===== config.mk =====
export PLATFORM = sky130hd
export DESIGN_NAME = complex_subtractor_pipe
export DESIGN_NICKNAME = d
export VERILOG_FILES = /design/src/rtl/complex_subtractor_pipe.sv
export SDC_FILE = /design/constraint.sdc
export NUM_CORES = 1
export LEC_CHECK = 0
export CORE_MARGIN = 2
export CORE_UTILIZATION = 46
export DETAILED_ROUTE_END_ITERATION = 8
export PLACE_DENSITY = 0.77
export RECOVER_POWER = 100
export SLEW_MARGIN = 15
export SYNTH_ARGS = -nofsm -noshare
export SYNTH_HDL_FRONTEND = slang
export SYNTH_SLANG_ARGS = --single-unit

===== constraint.sdc =====
create_clock -name clk -period 2.95 [get_ports clk]
set_input_delay 0.59 -clock clk [delete_from_list [all_inputs] [get_ports clk]]
set_output_delay 0.59 -clock clk [all_outputs]
set_load 0.02 [all_outputs]

===== src/rtl/complex_subtractor_pipe.sv =====
// complex_subtractor_pipe: two-stage pipelined complex subtractor (a - b).
// Stage 1 forms the WIDTH+1-bit sign-extended differences. Stage 2 detects
// overflow, then saturates or wraps the result. The two stages form a 2-deep
// valid/ready pipeline, and a saturating counter tracks overflowed output beats.
module complex_subtractor_pipe #(
  parameter int WIDTH     = 16,
  parameter bit SATURATE  = 1'b1,
  parameter int CNT_WIDTH = 16
) (
  input  logic                        clk,
  input  logic                        rst,
  input  logic                        in_valid,
  output logic                        in_ready,
  input  logic signed [WIDTH-1:0]     a_real,
  input  logic signed [WIDTH-1:0]     a_imag,
  input  logic signed [WIDTH-1:0]     b_real,
  input  logic signed [WIDTH-1:0]     b_imag,
  output logic                        out_valid,
  input  logic                        out_ready,
  output logic signed [WIDTH-1:0]     diff_real,
  output logic signed [WIDTH-1:0]     diff_imag,
  output logic                        overflow,
  output logic        [CNT_WIDTH-1:0] ovf_count,
  input  logic                        ovf_clear
);

  localparam logic [WIDTH-1:0]     MAX_POS = {1'b0, {(WIDTH-1){1'b1}}};
  localparam logic [WIDTH-1:0]     MAX_NEG = {1'b1, {(WIDTH-1){1'b0}}};
  localparam logic [CNT_WIDTH-1:0] CNT_ONE = {{(CNT_WIDTH-1){1'b0}}, 1'b1};

  logic             s1_valid;
  logic             s2_valid;
  logic             s1_en;
  logic             s2_en;
  logic [WIDTH:0]   s1_dr;
  logic [WIDTH:0]   s1_di;
  logic             ovf_r;
  logic             ovf_i;
  logic [WIDTH-1:0] res_r;
  logic [WIDTH-1:0] res_i;

  // Advance stage 2 when it is empty or draining. A stage-1 bubble may be
  // overwritten even while stage 2 stalls.
  assign s2_en     = !s2_valid || out_ready;
  assign s1_en     = !s1_valid || s2_en;
  assign in_ready  = s1_en;
  assign out_valid = s2_valid;

  // Overflow detection plus saturation or wrap of the stage-1 differences.
  always_comb begin
    ovf_r = s1_dr[WIDTH] ^ s1_dr[WIDTH-1];
    ovf_i = s1_di[WIDTH] ^ s1_di[WIDTH-1];
    res_r = s1_dr[WIDTH-1:0];
    res_i = s1_di[WIDTH-1:0];
    if (SATURATE && ovf_r) res_r = s1_dr[WIDTH] ? MAX_NEG : MAX_POS;
    if (SATURATE && ovf_i) res_i = s1_di[WIDTH] ? MAX_NEG : MAX_POS;
  end

  // Stage 1: capture the valid bit and the sign-extended differences.
  always_ff @(posedge clk or posedge rst) begin
    if (rst) begin
      s1_valid <= 1'b0;
      s1_dr    <= '0;
      s1_di    <= '0;
    end else if (s1_en) begin
      s1_valid <= in_valid;
      if (in_valid) begin
        s1_dr <= {a_real[WIDTH-1], a_real} - {b_real[WIDTH-1], b_real};
        s1_di <= {a_imag[WIDTH-1], a_imag} - {b_imag[WIDTH-1], b_imag};
      end
    end
  end

  // Stage 2: register the result and the overflow flag. The flag is gated by
  // valid, so a bubble never carries a stale flag.
  always_ff @(posedge clk or posedge rst) begin
    if (rst) begin
      s2_valid  <= 1'b0;
      diff_real <= '0;
      diff_imag <= '0;
      overflow  <= 1'b0;
    end else if (s2_en) begin
      s2_valid  <= s1_valid;
      diff_real <= res_r;
      diff_imag <= res_i;
      overflow  <= s1_valid & (ovf_r | ovf_i);
    end
  end

  // Saturating count of overflowed beats accepted downstream. Clear wins.
  always_ff @(posedge clk or posedge rst) begin
    if (rst) begin
      ovf_count <= '0;
    end else if (ovf_clear) begin
      ovf_count <= '0;
    end else if (s2_valid && out_ready && overflow && (ovf_count != '1)) begin
      ovf_count <= ovf_count + CNT_ONE;
    end
  end

endmodule


# Yosys cells after proc, flatten, opt, wreduce, memory -nomap -nowiden

Cells that the tools add are included.

Bits in registers: 85
Bits in latches: 0
RAM bits: 0
Memory bits (read-only): 0
Bits of input ports: 69
Logic and storage cells: 31
Memories kept: 0

Add/subtract/negate cells: 3
Multipliers: 0
Divide/modulo/power cells: 0
$lt $le $gt $ge: 0
Eq/ne operators: 1
Shift operators: 0
Multiplexer cells: 6
Bitwise operators: 4
Reduce and logical (&&, ||, !) cells: 9

Operators by type and width:

| cell                                           | number |
|---|---|
| two-way mux 16 bit                             | 6 |
| subtractor 16 x 16 -> 17 bit                   | 2 |
| adder 16 x 1 -> 16 bit (second input constant) | 1 |
| inequality test 16 bit (second input constant) | 1 |
| logical AND 1 bit                              | 3 |
| logical NOT 1 bit                              | 2 |
| logical OR 1 bit                               | 2 |
| AND reduction 2 bit                            | 1 |
| nonzero test 2 bit                             | 1 |
| bitwise XOR 1 bit                              | 2 |
| AND 1 bit                                      | 1 |
| OR 1 bit                                       | 1 |

# Longest topological paths before layout

Gate-level depths: netlist of run 1.

Depth in word-level cells: 5
Depth in mapped cells: 9
Gate-level depth less buffers: 9

# Worst setup path before layout of run 1

OpenSTA, ideal clock, no wires.

Kind: input to register
From: in a_imag[0]
To: reg s1_di[16]
Setup time: 0.124 ns
Arrival: 2.182 ns
Path slack: 0.644 ns
Cell stages on the path: 9
Cells stage by stage: inv_1 ha_1 fa_1 nor2b_1 o31a_1 o31ai_2 o21ai_1 a41oi_1 a211o_1

Word-level cells in the longest chain between the ends: 1

Ends and longest elaborated chain:

| what                         | RTL line | source |
|---|---|---|
| start, declared              | 15       | `input logic signed [WIDTH-1:0] a_imag,` |
| subtractor 16 x 16 -> 17 bit | 69       | `s1_di <= {a_imag[WIDTH-1], a_imag} - {b_imag[WIDTH-1], b_imag};` |
| end signal, assigned         | 69       |  |
| end, declared                | 36       | `logic [WIDTH:0] s1_di;` |

No other way between the ends.
A chain may end at the register's enable or synchronous reset.

# Worst setup path in the final report of run 1

From: in out_ready
To: out in_ready

Word-level cells in the longest chain between the ends: 2

Ends and longest elaborated chain:

| what             | RTL line | source |
|---|---|---|
| start, declared  | 19       | `input logic out_ready,` |
| logical OR 1 bit | 44       | `assign s2_en = !s2_valid \|\| out_ready;` |
| logical OR 1 bit | 45       | `assign s1_en = !s1_valid \|\| s2_en;` |
| end, declared    | 13       | `output logic in_ready,` |

No other way between the ends.

==> results.py, run 1 <==
metrics = {
    "run_status": {
        "status": "complete, but fails checks",
        "violations": "capacitance limit, slew limit",
    },
    "logic_synthesis": {
        "netlist_top_cells_count": "nand2_1, dfrtp_1, o21ai_0",
        "synth_compound_area_share_pct": 22.4,
        "synth.distinct_cells": 56,
        "yosysWarnings": 0,
        "synth_top_cell_by_area": "dfrtp_1",
        "synth_ff_type": "dfrtp_1",
        "synth_top_area_share_pct": 40.3,
        "ys_async_sr_fraction_pct": 100,
        "synthMostInstantiatedCell": "nand2_1",
        "synth_top_family_by_area": "compound AO/OA/AOI/OAI gates",
        "synth_xor_area_share_pct": 4.48,
        "synth_seq_cells": 85,
        "synth_edf_count": 0,
        "syn_area_mm2": 0.00528,
        "syn_nets": 718,
        "yosys-top-cells-area": "dfrtp_1, ha_1, o21ai_0",
        "synthMuxAreaShare_pct": 1.14,
        "synth_simple_gate_area_share_pct": 16.4,
        "yosysSeqAreaShare_pct": 40.3,
        "avgSynthCellArea_um2": 8.65,
        "synth_cells": 610,
        "synth_fa_ha_area_share_pct": 9.53,
    },
    "timing": {
        "finalHoldViolCount": 0,
        "slew_viol_final": 86,
        "maxSlewHeadroom_pct": -21.0,
        "layout_min_cycle_time_ns": 2.82,
        "post-route-period-util_pct": 95.7,
        "final-setup-viol-count": 0,
        "tightest_slew_ns": 1.82,
        "skew_ns": 0.00500,
        "max_freq_mhz": 354,
        "tns_ns": 0,
        "rsz0062_at_grt": "no",
    },
    "setup_path": {
        "cp-start-kind": "primary input",
        "endpoint_kind": "primary output",
        "required_ns": 2.36,
        "setup.worst_path.class": "in2out",
        "cp_max_fo": 4,
        "cp.arrival_ns": 2.23,
    },
    "detailed_routing": {
        "antenna_left": 0,
        "first_pass_iters": 4,
        "drc": 0,
        "vias_per_cell": 5.43,
        "post_drt_wl_per_cell_um": 13.8,
        "drt-total-wl_um": 11900,
        "vias": 4704,
        "drtIter0Drc": 338,
    },
    "clock_tree": {
        "cts-resized-gates": 0,
        "htreeDepth": 3,
        "cts_post_setup_buffers_inserted": 0,
        "hold_buffers": 0,
        "cts.path.max_buffers": 2,
        "cts_root_buf": "clkbuf_16",
        "clkTransAtPathRegs_ns": 0.06,
        "cts_sinks": 85,
        "clk_latency_ns": 0.33,
        "cts_tree": "done",
        "numCtsBuffers": 9,
    },
    "layout": {
        "drive_gt1_share_pct": 4.01,
        "fillCellCount": 999,
        "syn_to_final_growth_pct": 29.8,
        "seqCellArea_mm2": 0.00213,
        "layout.nets": 827,
        "multi_input_area_mm2": 0.00279,
        "diodes": 0,
        "final_core_util_pct": 60.5,
    },
    "grt": {
        "grt_max_degree": 86,
        "grt.overflow.total": 0,
        "grt_pass1_wl_um": 20300,
        "grt_pass1_vias": 4445,
        "antenna_found_initial": 0,
        "track_usage_pct": 19.6,
    },
    "pwr": {
        "pwr-share-clk_pct": 27.9,
        "pwr_density_cell_mw_per_mm2": 646,
        "power_frac_seq_pct": 37.2,
        "switching_share_pct": 34.2,
        "p_int_mw": 2.91,
        "irDropWorstVdd_v": 0.000354,
        "p_leak_nw": 3.09,
        "p_total_mw": 4.42,
        "power_frac_comb_pct": 34.9,
        "power_switching_mw": 1.51,
    },
    "floorplanning": {
        "fp.dieArea_mm2": 0.0123,
        "fp.dieW_um": 111,
        "core_area_mm2": 0.0113,
        "rows": 39,
        "boundaryPins": 120,
        "start_util_pct": 46.6,
        "die_h_um": 111,
    },
    "flow_run": {
        "maxCapViolCount": 1,
    },
    "min_path": {
        "hp-class": "reg2reg",
    },
    "place": {
        "dp_hpwl_um": 9110,
        "port_buffers": 119,
        "gp_congestion": 0.882,
    },
}
-- cells in the final DEF (no fill, tap or decap), drive strengths merged, types with 8 or more instances in the layout --
master,instances
nand2,89
ha,37
dfrtp,85
a211oi,11
dlygate4sd3,53
nand3,8
nor2,38
clkdlybuf4s50,66
o31ai,8
nor3,12
inv,45
o21ai,80
a21oi,47
clkbuf,14
xnor2,18
o21a,12
xor2,9
-- kinds of logic (layout without fill, tap and decap cells) --
kind of cell,Yosys count,count (layout)
simple gates,188,188
mux,6,6
fa+ha+maj,39,39
buf+inv,76,190
xor+xnor,27,27
compound gates,189,189
flops,85,85
-- layout make-up --
| cell class | instances | area share [%] |
|---|---|---|
| tap | 143 | 2.61 |
| inverter | 46 | 2.54 |
| clock inverter | 5 | 1.21 |
| multi-input combinational | 449 | 40.7 |
| sequential | 85 | 31.0 |
| timing repair buffer | 128 | 18.2 |
| clock buffer | 11 | 3.69 |
-- power by group through the flow --
stage	Sequential [mW]	Combinational, mW	Clock [mW]
2_1_floorplan	1.86	0.705	0
3_3_place_gp	1.66	1.60	0
3_5_place_dp	1.67	1.63	0
4_1_cts	1.66	1.64	1.25
5_1_grt	1.68	1.71	1.30
6_report	1.65	1.55	1.23
-- worst paths after layout --
kind | slack [ns] | start | end | depth (start not counted)
max | 0.13 | out_ready | in_ready | 4
min in group asynchronous | 1.40 | rst | ovf_count[12] | 3
max reg2reg | 0.78 | out_valid | s1_di[12] | 6
min reg2reg | 0.47 | diff_real[11] | diff_real[11] | 2
max in group asynchronous | 0.47 | rst | diff_imag[14] | 3
min | 0.47 | diff_real[11] | diff_real[11] | 2
-- registers in the layout, summed over array words and instances, names as in the netlist --
name / cells
out_valid: 1
overflow: 1
ovf_count: 16
diff_imag: 16
s1_di: 17
diff_real: 16
s1_valid: 1
s1_dr: 17
-- layer usage --
metal	vias to the layer above	wire length, um	global-route usage (%)
li1	2350	-	-
met1	2207	5660	26.7
met2	129	5480	31.4
met3	18	540	2.95
met4	0	262	7.90
met5	-	0	0
-- through the flow --
| stage | instance area, um^2 | worst slack [ns] | hold slack, ns | std cells |
|---|---|---|---|---|
| floorplan | 5280 | 0.167 | 0.445 | 610 |
| global placement | 6600 | 0.112 | 0.462 | 851 |
| detailed placement | 6600 | 0.0498 | 0.466 | 851 |
| CTS | 6940 | 0.153 | 0.479 | 867 |
| global route | 6850 | 0.0539 | 0.497 | 867 |
| finish | 6850 | 0.127 | 0.471 | 867 |
-- worst max-delay path, cell delays in order --
cell             delay (ns)
clkdlybuf4s50_1        0.52
and2b_1                0.23
nand2_1                0.17
dlygate4sd3_1          0.72
Note: power is estimated with default switching activity, not from simulation.
==> run 2: changes to the inputs <==
SETUP_SLACK_MARGIN = 0.02   (was unset)
==> results of run 2 <==
Final layout, timing and power as in run 1 (identical DEF).
==> run 3: changes to the inputs <==
GPL_ROUTABILITY_DRIVEN = 0   (was unset)
==> run 3 against run 2 <==
The run still ends with capacitance limit, slew limit left. Global-route usage is essentially flat. Sequential power is essentially flat. Fmax grew 1.5%. Sequential share of layout area grew 0.13 points. Clock power is essentially flat. Non-clock buffer count shrank 1. Largest power group unchanged.
==> results.py, run 3 (synthesis results as in run 1) <==
metrics = {
    "setup_path": {
        "cp_max_fo": 4,
        "setup.worst_path.class": "in2out",
        "required_ns": 2.36,
        "crit_path_max_incr_delay_ns": 0.72,
        "cp.arrival_ns": 2.19,
        "path_cells": "clkdlybuf4s50_1 > and2b_2 > nand2_1 > dlygate4sd3_1",
        "endpoint_kind": "primary output",
        "crit_slowest_cell": "dlygate4sd3_1",
        "cp-start-kind": "primary input",
    },
    "place": {
        "post_dp_cell_area_mm2": 0.00661,
        "dp_hpwl_um": 9090,
        "pre_cts_slack_ns": -0.00149,
        "placed_cells": 850,
        "port_buffers": 119,
    },
    "detailed_routing": {
        "drc": 0,
        "vias": 4561,
        "first_pass_iters": 4,
        "drt-total-wl_um": 12000,
        "vias_per_cell": 5.27,
        "drtIter0Drc": 338,
        "post_drt_wl_per_cell_um": 13.9,
        "antenna_left": 0,
    },
    "layout": {
        "drive_gt1_share_pct": 3.74,
        "final_core_util_pct": 60.3,
        "layout_commonest_cell": "nand2_1",
        "layout.nets": 826,
        "final_cell_mix": "nand2_1, dfrtp_1, o21ai_0, clkdlybuf4s50_1, dlygate4sd3_1",
        "reg_top3": "s1_di: 17 flops, s1_dr: 17 flops",
        "fin_area_mm2": 0.00682,
        "instances_no_fill": 865,
        "syn_to_final_growth_pct": 29.3,
        "diodes": 0,
    },
    "clock_tree": {
        "htreeDepth": 3,
        "clk_latency_ns": 0.34,
        "cts_root_buf": "clkbuf_16",
        "cts.path.max_buffers": 2,
        "cts_sinks": 85,
        "cts-resized-gates": 0,
        "hold_buffers": 0,
        "clkTransAtPathRegs_ns": 0.06,
        "cts_post_setup_buffers_inserted": 0,
        "cts_tree": "done",
        "numCtsBuffers": 9,
    },
    "grt": {
        "grt_pass1_wl_um": 20200,
        "grt_max_degree": 68,
        "track_usage_pct": 19.5,
        "grt.overflow.total": 0,
        "grt_pass1_vias": 4371,
        "antenna_found_initial": 0,
    },
    "floorplanning": {
        "fp.dieW_um": 111,
        "core_area_mm2": 0.0113,
        "fp.dieArea_mm2": 0.0123,
        "start_util_pct": 46.6,
        "boundaryPins": 120,
        "die_h_um": 111,
        "rows": 39,
    },
    "timing": {
        "layout_min_cycle_time_ns": 2.78,
        "tns_ns": 0,
        "final-setup-viol-count": 0,
        "rsz0062_at_grt": "no",
        "holdWs_ns": 0.470,
        "post-route-period-util_pct": 94.2,
        "skew_ns": 0.00622,
        "max_freq_mhz": 360,
        "slew_viol_final": 37,
        "layout_setup_ws_ns": 0.171,
        "maxSlewHeadroom_pct": -7.23,
        "tightest_slew_ns": 1.60,
        "finalHoldViolCount": 0,
    },
    "run_status": {
        "status": "complete, but fails checks",
        "violations": "capacitance limit, slew limit",
    },
    "pwr": {
        "p_total_mw": 4.39,
        "p_int_mw": 2.88,
        "power_switching_mw": 1.51,
        "pwr-share-clk_pct": 27.4,
        "switching_share_pct": 34.4,
        "power_frac_seq_pct": 37.5,
        "irDropWorstVdd_v": 0.000402,
        "pwr_density_cell_mw_per_mm2": 643,
        "p_leak_nw": 3.08,
        "power_frac_comb_pct": 35.1,
    },
    "flow_run": {
        "maxCapViolCount": 1,
    },
    "min_path": {
        "hp-class": "reg2reg",
    },
}
run 3: power groups by stage:
stage / logic, mW / clock network, mW / registers, mW
after floorplan: 0.705 / 0 / 1.86
after global placement: 1.59 / 0 / 1.66
after detailed placement: 1.62 / 0 / 1.67
after CTS: 1.64 / 1.22 / 1.66
after global routing: 1.69 / 1.26 / 1.68
final: 1.54 / 1.20 / 1.65
run 3: final timing paths:
kind | start | endpoint | slack, ns | cells past startpoint
min | diff_real[12] | diff_real[12] | 0.47 | 2
min in group asynchronous | rst | ovf_count[3] | 1.09 | 2
max reg2reg | out_valid | s1_dr[6] | 0.76 | 5
max | out_ready | in_ready | 0.17 | 4
min reg2reg | diff_real[12] | diff_real[12] | 0.47 | 2
max in group asynchronous | rst | diff_imag[1] | 0.46 | 3
run 3: cell type report:
| type | instances | area, um^2 |
|---|---|---|
| Timing Repair Buffer | 127 | 1240 |
| Fill cell | 954 | 4500 |
| Tap cell | 143 | 179 |
| Multi-Input combinational cell | 449 | 2790 |
| Clock inverter | 4 | 72.6 |
| Clock buffer | 11 | 243 |
| Sequential cell | 85 | 2130 |
| Inverter | 46 | 174 |
run 3: worst max-delay path, delay by kind of cell:
| family | cells | cell delay, ns |
|---|---|---|
| and+or+nand+nor | 2 | 0.38 |
| buffers and inverters | 2 | 1.22 |
run 3: layer usage:
metal	global-route usage [%]	vias to the layer above	share of wire [%]
met5	0	-	0
met4	7.49	0	2.2
met3	4.10	21	4.7
met2	29.6	129	44
met1	27.7	2081	49
li1	-	2330	-
